## src/rtl/vga_text_link_ctrl.sv

```systemverilog
// FIFO-buffered command sequencer for the wclk/d0/dc/cs text display link.
// Define VGA_LINK_CLS_EN to expand CLS into a full-screen clear sequence.
module vga_text_link_ctrl #(
  parameter int WCLK_DIV   = 4,
  parameter int FIFO_DEPTH = 16
) (
  input  logic       clk25,
  input  logic       rst_n,
  input  logic       cmd_valid,
  output logic       cmd_ready,
  input  logic [1:0] cmd_type,
  input  logic [7:0] cmd_data,
  output logic       busy,
  output logic       wclk,
  output logic       d0,
  output logic       dc,
  output logic       cs
);
  localparam int AW = $clog2(FIFO_DEPTH);
  localparam int DW = (WCLK_DIV > 1) ? $clog2(WCLK_DIV) : 1;
  localparam logic [DW-1:0] DIV_LAST = DW'(WCLK_DIV - 1);
  localparam logic [AW:0]   CNT_FULL = (AW+1)'(FIFO_DEPTH);

  localparam logic [1:0] ST_INIT  = 2'd0;
  localparam logic [1:0] ST_IDLE  = 2'd1;
  localparam logic [1:0] ST_SHIFT = 2'd2;
  localparam logic [1:0] ST_LATCH = 2'd3;

  localparam logic [1:0] T_CHAR = 2'd0;
  localparam logic [1:0] T_ROW  = 2'd1;
  localparam logic [1:0] T_CLS  = 2'd2;

  logic [9:0]    mem_q [FIFO_DEPTH];
  logic [AW-1:0] wr_ptr_q, rd_ptr_q;
  logic [AW:0]   count_q, count_d;
  logic          push_s, pop_s, load_s;
  logic [1:0]    head_type_s;
  logic [7:0]    head_data_s;

  logic [1:0]    state_q, state_d;
  logic          init_q, init_d;
  logic          wclk_q, wclk_d;
  logic [DW-1:0] div_q, div_d;
  logic          d0_q, d0_d, dc_q, dc_d, cs_q, cs_d;
  logic [7:0]    sr_q, sr_d;
  logic [3:0]    bits_q, bits_d;
  logic          ready_q, busy_q;
  logic          pulse_end_s, rise_s;
  logic          frm_load_s, frm_char_s;
  logic [7:0]    frm_byte_s;

`ifdef VGA_LINK_CLS_EN
  localparam logic [12:0] CLS_LAST = 13'd4801;
  localparam logic [12:0] CLS_PRE  = 13'd4800;
  logic          cls_act_q, cls_act_d;
  logic [12:0]   cls_cnt_q, cls_cnt_d;
`endif

  assign push_s      = cmd_valid && ready_q;
  assign head_type_s = mem_q[rd_ptr_q][9:8];
  assign head_data_s = mem_q[rd_ptr_q][7:0];
  assign pulse_end_s = wclk_q && (div_q == DIV_LAST);
  assign rise_s      = !wclk_q && (div_q == DIV_LAST);

  assign cmd_ready = ready_q;
  assign busy      = busy_q;
  assign wclk      = wclk_q;
  assign d0        = d0_q;
  assign dc        = dc_q;
  assign cs        = cs_q;

  // Command storage; contents need no reset since the pointers qualify them.
  always_ff @(posedge clk25) begin
    if (push_s) begin
      mem_q[wr_ptr_q] <= {cmd_type, cmd_data};
    end
  end

  // FIFO occupancy after this edge's push/pop.
  always_comb begin
    count_d = count_q;
    case ({push_s, pop_s})
      2'b10:   count_d = count_q + (AW+1)'(1);
      2'b01:   count_d = count_q - (AW+1)'(1);
      default: count_d = count_q;
    endcase
  end

  // Link sequencer: pulse timing, shift/latch framing and FIFO pops.
  always_comb begin
    state_d    = state_q;
    init_d     = init_q;
    wclk_d     = wclk_q;
    div_d      = div_q;
    d0_d       = d0_q;
    dc_d       = dc_q;
    cs_d       = cs_q;
    sr_d       = sr_q;
    bits_d     = bits_q;
    pop_s      = 1'b0;
    load_s     = 1'b0;
    frm_load_s = 1'b0;
    frm_char_s = 1'b0;
    frm_byte_s = 8'd0;
`ifdef VGA_LINK_CLS_EN
    cls_act_d  = cls_act_q;
    cls_cnt_d  = cls_cnt_q;
`endif
    case (state_q)
      ST_INIT: begin
        init_d  = 1'b1;
        cs_d    = 1'b0;
        dc_d    = 1'b1;
        d0_d    = 1'b0;
        sr_d    = 8'd0;
        bits_d  = 4'd8;
        wclk_d  = 1'b0;
        div_d   = '0;
        state_d = ST_SHIFT;
      end
      ST_IDLE: begin
        if (count_q != '0) begin
          load_s = 1'b1;
        end else begin
          state_d = ST_IDLE;
        end
      end
      ST_SHIFT, ST_LATCH: begin
        if (pulse_end_s) begin
          wclk_d = 1'b0;
          div_d  = '0;
          if (state_q == ST_SHIFT) begin
            if (bits_q == 4'd1) begin
              dc_d    = 1'b0;
              state_d = ST_LATCH;
            end else begin
              bits_d = bits_q - 4'd1;
              sr_d   = {1'b0, sr_q[7:1]};
              d0_d   = sr_q[1];
            end
          end else if (init_q) begin
            init_d  = 1'b0;
            state_d = ST_IDLE;
          end
`ifdef VGA_LINK_CLS_EN
          else if (cls_act_q && (cls_cnt_q != CLS_LAST)) begin
            // Frame 0 and frame 4801 are ROW 0, everything between is a space.
            cls_cnt_d  = cls_cnt_q + 13'd1;
            frm_load_s = 1'b1;
            frm_char_s = (cls_cnt_q != CLS_PRE);
            frm_byte_s = (cls_cnt_q != CLS_PRE) ? 8'h20 : 8'h00;
          end
`endif
          else begin
`ifdef VGA_LINK_CLS_EN
            cls_act_d = 1'b0;
`endif
            if (count_q != '0) begin
              load_s = 1'b1;
            end else begin
              state_d = ST_IDLE;
            end
          end
        end else if (rise_s) begin
          wclk_d = 1'b1;
          div_d  = '0;
        end else begin
          div_d = div_q + DW'(1);
        end
      end
      default: begin
        state_d = ST_IDLE;
      end
    endcase

    if (load_s) begin
      pop_s = 1'b1;
      case (head_type_s)
        T_CHAR: begin
          frm_load_s = 1'b1;
          frm_char_s = 1'b1;
          frm_byte_s = head_data_s;
        end
        T_ROW: begin
          frm_load_s = 1'b1;
          frm_char_s = 1'b0;
          frm_byte_s = {1'b0, head_data_s[6:0]};
        end
        T_CLS: begin
`ifdef VGA_LINK_CLS_EN
          cls_act_d  = 1'b1;
          cls_cnt_d  = 13'd0;
          frm_load_s = 1'b1;
          frm_char_s = 1'b0;
          frm_byte_s = 8'd0;
`else
          state_d = ST_IDLE;
`endif
        end
        default: begin
          state_d = ST_IDLE;
        end
      endcase
    end else begin
      pop_s = 1'b0;
    end

    if (frm_load_s) begin
      cs_d    = frm_char_s;
      dc_d    = 1'b1;
      d0_d    = frm_byte_s[0];
      sr_d    = frm_byte_s;
      bits_d  = frm_char_s ? 4'd8 : 4'd7;
      wclk_d  = 1'b0;
      div_d   = '0;
      state_d = ST_SHIFT;
    end else begin
      bits_d = bits_d;
    end
  end

  // State, link outputs and handshake flags, all registered.
  always_ff @(posedge clk25 or negedge rst_n) begin
    if (!rst_n) begin
      wr_ptr_q  <= '0;
      rd_ptr_q  <= '0;
      count_q   <= '0;
      state_q   <= ST_INIT;
      init_q    <= 1'b1;
      wclk_q    <= 1'b0;
      div_q     <= '0;
      d0_q      <= 1'b0;
      dc_q      <= 1'b0;
      cs_q      <= 1'b0;
      sr_q      <= 8'd0;
      bits_q    <= 4'd0;
      ready_q   <= 1'b0;
      busy_q    <= 1'b1;
`ifdef VGA_LINK_CLS_EN
      cls_act_q <= 1'b0;
      cls_cnt_q <= 13'd0;
`endif
    end else begin
      if (push_s) wr_ptr_q <= wr_ptr_q + AW'(1);
      if (pop_s)  rd_ptr_q <= rd_ptr_q + AW'(1);
      count_q   <= count_d;
      state_q   <= state_d;
      init_q    <= init_d;
      wclk_q    <= wclk_d;
      div_q     <= div_d;
      d0_q      <= d0_d;
      dc_q      <= dc_d;
      cs_q      <= cs_d;
      sr_q      <= sr_d;
      bits_q    <= bits_d;
      ready_q   <= (count_d != CNT_FULL) && !init_d;
      busy_q    <= (count_d != '0) || (state_d != ST_IDLE);
`ifdef VGA_LINK_CLS_EN
      cls_act_q <= cls_act_d;
      cls_cnt_q <= cls_cnt_d;
`endif
    end
  end
endmodule
```

## config.mk

```make
export PLATFORM = sky130hd
export DESIGN_NAME = vga_text_link_ctrl
export DESIGN_NICKNAME = d
export VERILOG_FILES = /design/src/rtl/vga_text_link_ctrl.sv
export SDC_FILE = /design/constraint.sdc
export NUM_CORES = 1
export LEC_CHECK = 0
export ABC_AREA = 1
export CORE_MARGIN = 10
export CORE_UTILIZATION = 35
export CTS_CLUSTER_SIZE = 8
export DETAILED_ROUTE_END_ITERATION = 7
export MAX_ROUTING_LAYER = met4
export REMOVE_ABC_BUFFERS = 1
export SLEW_MARGIN = 40
export SYNTH_ARGS = -nofsm -noshare
export SYNTH_HDL_FRONTEND = slang
export SYNTH_SLANG_ARGS = --single-unit
```

## constraint.sdc

```tcl
create_clock -name clk25 -period 3.35 [get_ports clk25]
set_input_delay 0.8375 -clock clk25 [delete_from_list [all_inputs] [get_ports clk25]]
set_output_delay 0.8375 -clock clk25 [all_outputs]
set_load 0.05 [all_outputs]
```

==> results.json <==
{
  "pin_count": 19,
  "min_path_type": "in2async",
  "wl_per_cell_um": 15.1,
  "async_flop_share_pct": 17.9,
  "coreArea_um2": 25200,
  "die_area_um2": 32400,
  "fill_cells": 2438,
  "seqCellArea_um2": 5690,
  "status": "finished, final reports clean",
  "r2r-end": "cmd_ready$_DFF_PN0_",
  "synth.top_cells.by_count": "nand2_1 (311), edfxtp_1 (160), nand3_1 (128)",
  "diodes": 0,
  "clock.fmax_mhz": 368,
  "path_max_fanout": 6,
  "final_util_pct": 40.2,
  "worstPathArrival_ns": 3.03,
  "clock_sinks": 195,
  "crit_type": "reg2reg",
  "syn_to_final_growth_pct": 12.7,
  "cp_slowest_cell": "dfrtp_1",
  "pre_cts_ws_ns": 0.210,
  "cts_tree": "yes",
  "holdWs_ns": 0.348,
  "worst_slew_pin_slew_ns": 0.709,
  "cts_hold_buf": 0,
  "syn_area_per_cell_um2": 9.86,
  "syn_inst": 910,
  "viasPerCell": 4.62,
  "p_int_uw": 3760,
  "io_buffers": 18,
  "grt_setup_unrepaired": "no",
  "timing.final.crit_share_pct": 81.1,
  "rows": 58,
  "cts_made_buffers": 17,
  "grt_pass1_wl_mm": 31.1,
  "gp_congestion": 0.810,
  "synth_edf_count": 160,
  "synth.area.top_cells": "edfxtp_1 (54%), nand2_1 (13%), dfrtp_1 (9.2%)",
  "finalWorstSetupSlack_ns": 0.635,
  "hold_viol_final": 0,
  "ys_seq_area_share_pct": 63.3,
  "drive_gt1_share_pct": 8.35,
  "grt_util_all_layers_pct": 12.2,
  "path_cells": "ha_1 > nand2_1 > a21oi_1 > and3_1 > ha_1 > xor2_1 > ha_1 > nand2_1 > nand2_1 > or2_2 > nor2_1 > nand3_1 > nor2_1 > nor2_1",
  "peakVddDrop_mv": 0.358,
  "gr-total-overflow": 0,
  "max_stage_delay_ns": 0.40,
  "wirelength_mm": 19.2,
  "finalCriticalPeriod_ns": 2.72,
  "synth_top_area_cell": "edfxtp_1",
  "antenna_found_initial": 0,
  "yosys_warnings": 0,
  "critPathRequiredTime_ns": 3.67,
  "clk-insertion-delay-late_ns": 0.44,
  "synth.top_cell.area_share_pct": 53.5,
  "total_power_uw": 4750,
  "cts_max_level": 4,
  "setup_violations": 0,
  "ys.flop_type": "edfxtp_1",
  "die_w_um": 180,
  "path_clk_slew_ns": 0.07,
  "grt_max_degree": 44,
  "start_util_pct": 35.6,
  "first_pass_iters": 4,
  "maxSlewViolCount": 0,
  "skew_ns": 0.0143,
  "cp-end-kind": "register",
  "synth_cell_types": 33,
  "seqPwrFrac_pct": 55.3,
  "slew_headroom_pct": 52.6,
  "leakagePower_uw": 0.00437,
  "synth_area_um2": 8970,
  "fin_nets": 958,
  "chipHeight_um": 180,
  "clkPwrFrac_pct": 43.4,
  "vias": 5899,
  "powerDensity_nw_per_um2": 470,
  "synth-seq-cells": 195,
  "cp-start-kind": "register",
  "dp_hpwl_mm": 12.0,
  "route.detailed.drc": 0,
  "cts_root_buf": "clkbuf_16",
  "ant_nets": 0,
  "p_sw_uw": 989,
  "r2r-start": "div_q[0]$_DFFE_PN0P_",
  "cts_setup_buffers": 0,
  "clk_path_buf_depth": 2,
  "swShare_pct": 20.8,
  "drt_iter0_markers": 407,
  "grt_pass1_vias": 5793,
  "r2r_setup_slack_ns": 0.63,
  "p_comb_share_pct": 1.3,
  "ctsResizeCount": 0,
  "multiInputGateArea_um2": 2590,
  "drv_cap": 0,
  "reg2reg_depth": 14,
  "synthMostInstantiatedCell": "nand2_1"
}
## per-layer routing
metal	track usage, %	part of all wire, %	vias to the layer above
met3	2.01	3.6	20
met4	4.72	2.2	0
met5	-	0	-
met2	20.4	49	80
li1	-	-	2972
met1	14.6	45	2827
## through the flow
stage | cell area (µm²) | TNS (ns) | std cells
floorplan | 8720 | -9.56 | 869
global placement | 9510 | 0 | 1244
detailed placement | 9510 | 0 | 1244
CTS | 10100 | 0 | 1276
global route | 10100 | 0 | 1276
finish | 10100 | 0 | 1276
## layout make-up
type / count / share of cell area, %
inverters: 119 / 4.42
clock inverters: 15 / 1.71
clock buffers: 17 / 4.21
well taps: 330 / 4.08
multi-input cells: 555 / 25.6
flip-flops and latches: 195 / 56.2
repair buffers: 45 / 3.76
## how the worst max path moves through the flow
stage                       startpoint               endpoint  cells after the start  slack (ns)
2_1_floorplan  rd_ptr_q[0]$_DFFE_PN0P_  bits_q[0]$_DFFE_PN0P_                     12       -0.61
3_3_place_gp                 cmd_valid    cmd_ready$_DFF_PN0_                     12        0.24
3_5_place_dp                 cmd_valid    cmd_ready$_DFF_PN0_                     12        0.21
4_1_cts           div_q[0]$_DFFE_PN0P_    cmd_ready$_DFF_PN0_                     14        0.61
5_1_grt           div_q[0]$_DFFE_PN0P_    cmd_ready$_DFF_PN0_                     14        0.25
6_report          div_q[0]$_DFFE_PN0P_    cmd_ready$_DFF_PN0_                     14        0.63
## sequential cells by signal, indices dropped and copies added (netlist names)
name,flops
dc,1
init_q,1
sr_q,7
div_q,2
wclk,1
rd_ptr_q,4
cs,1
count_q,5
mem_q,160
d0,1
wr_ptr_q,4
bits_q,4
state_q,2
cmd_ready,1
busy,1
## cells in the final DEF, fill, tap and decap left out, types with 4 or more instances in the layout
cell type / count
clkbuf_16: 17
or2_1: 9
ha_1: 12
clkdlybuf4s50_1: 17
inv_2: 4
edfxtp_1: 160
buf_4: 28
o21ai_0: 5
nand3_1: 128
or2_0: 21
nand2_1: 311
inv_1: 114
nand3_2: 5
inv_6: 4
dfrtp_1: 32
xor2_1: 8
nor2_1: 32
nand4_1: 4
## cell families after synthesis
kind of cell	share of synthesized area [%]
simple gates	25.1
flops	63.3
buf+inv	7.81
compound gates	1.00
fa+ha+maj	1.67
xor+xnor	1.07
## power by group through the flow
stage | clock, µW | sequential [µW] | combinational, µW
2_1_floorplan | 0 | 2680 | 7.80
3_3_place_gp | 0 | 2680 | 60.4
3_5_place_dp | 0 | 2680 | 61.6
4_1_cts | 2100 | 2630 | 61.8
5_1_grt | 2190 | 2630 | 67.5
6_report | 2060 | 2630 | 59.7
## worst max-delay path: cells and delay by family (launching register included)
kind | cells | cell delay [ns]
and+or+nand+nor | 9 | 1.00
DFF | 1 | 0.40
adders and majority gates | 3 | 0.79
AOI/OAI and AO/OA | 1 | 0.16
xor gates and xnor gates | 1 | 0.23
Power figures use the tool's default switching activity.
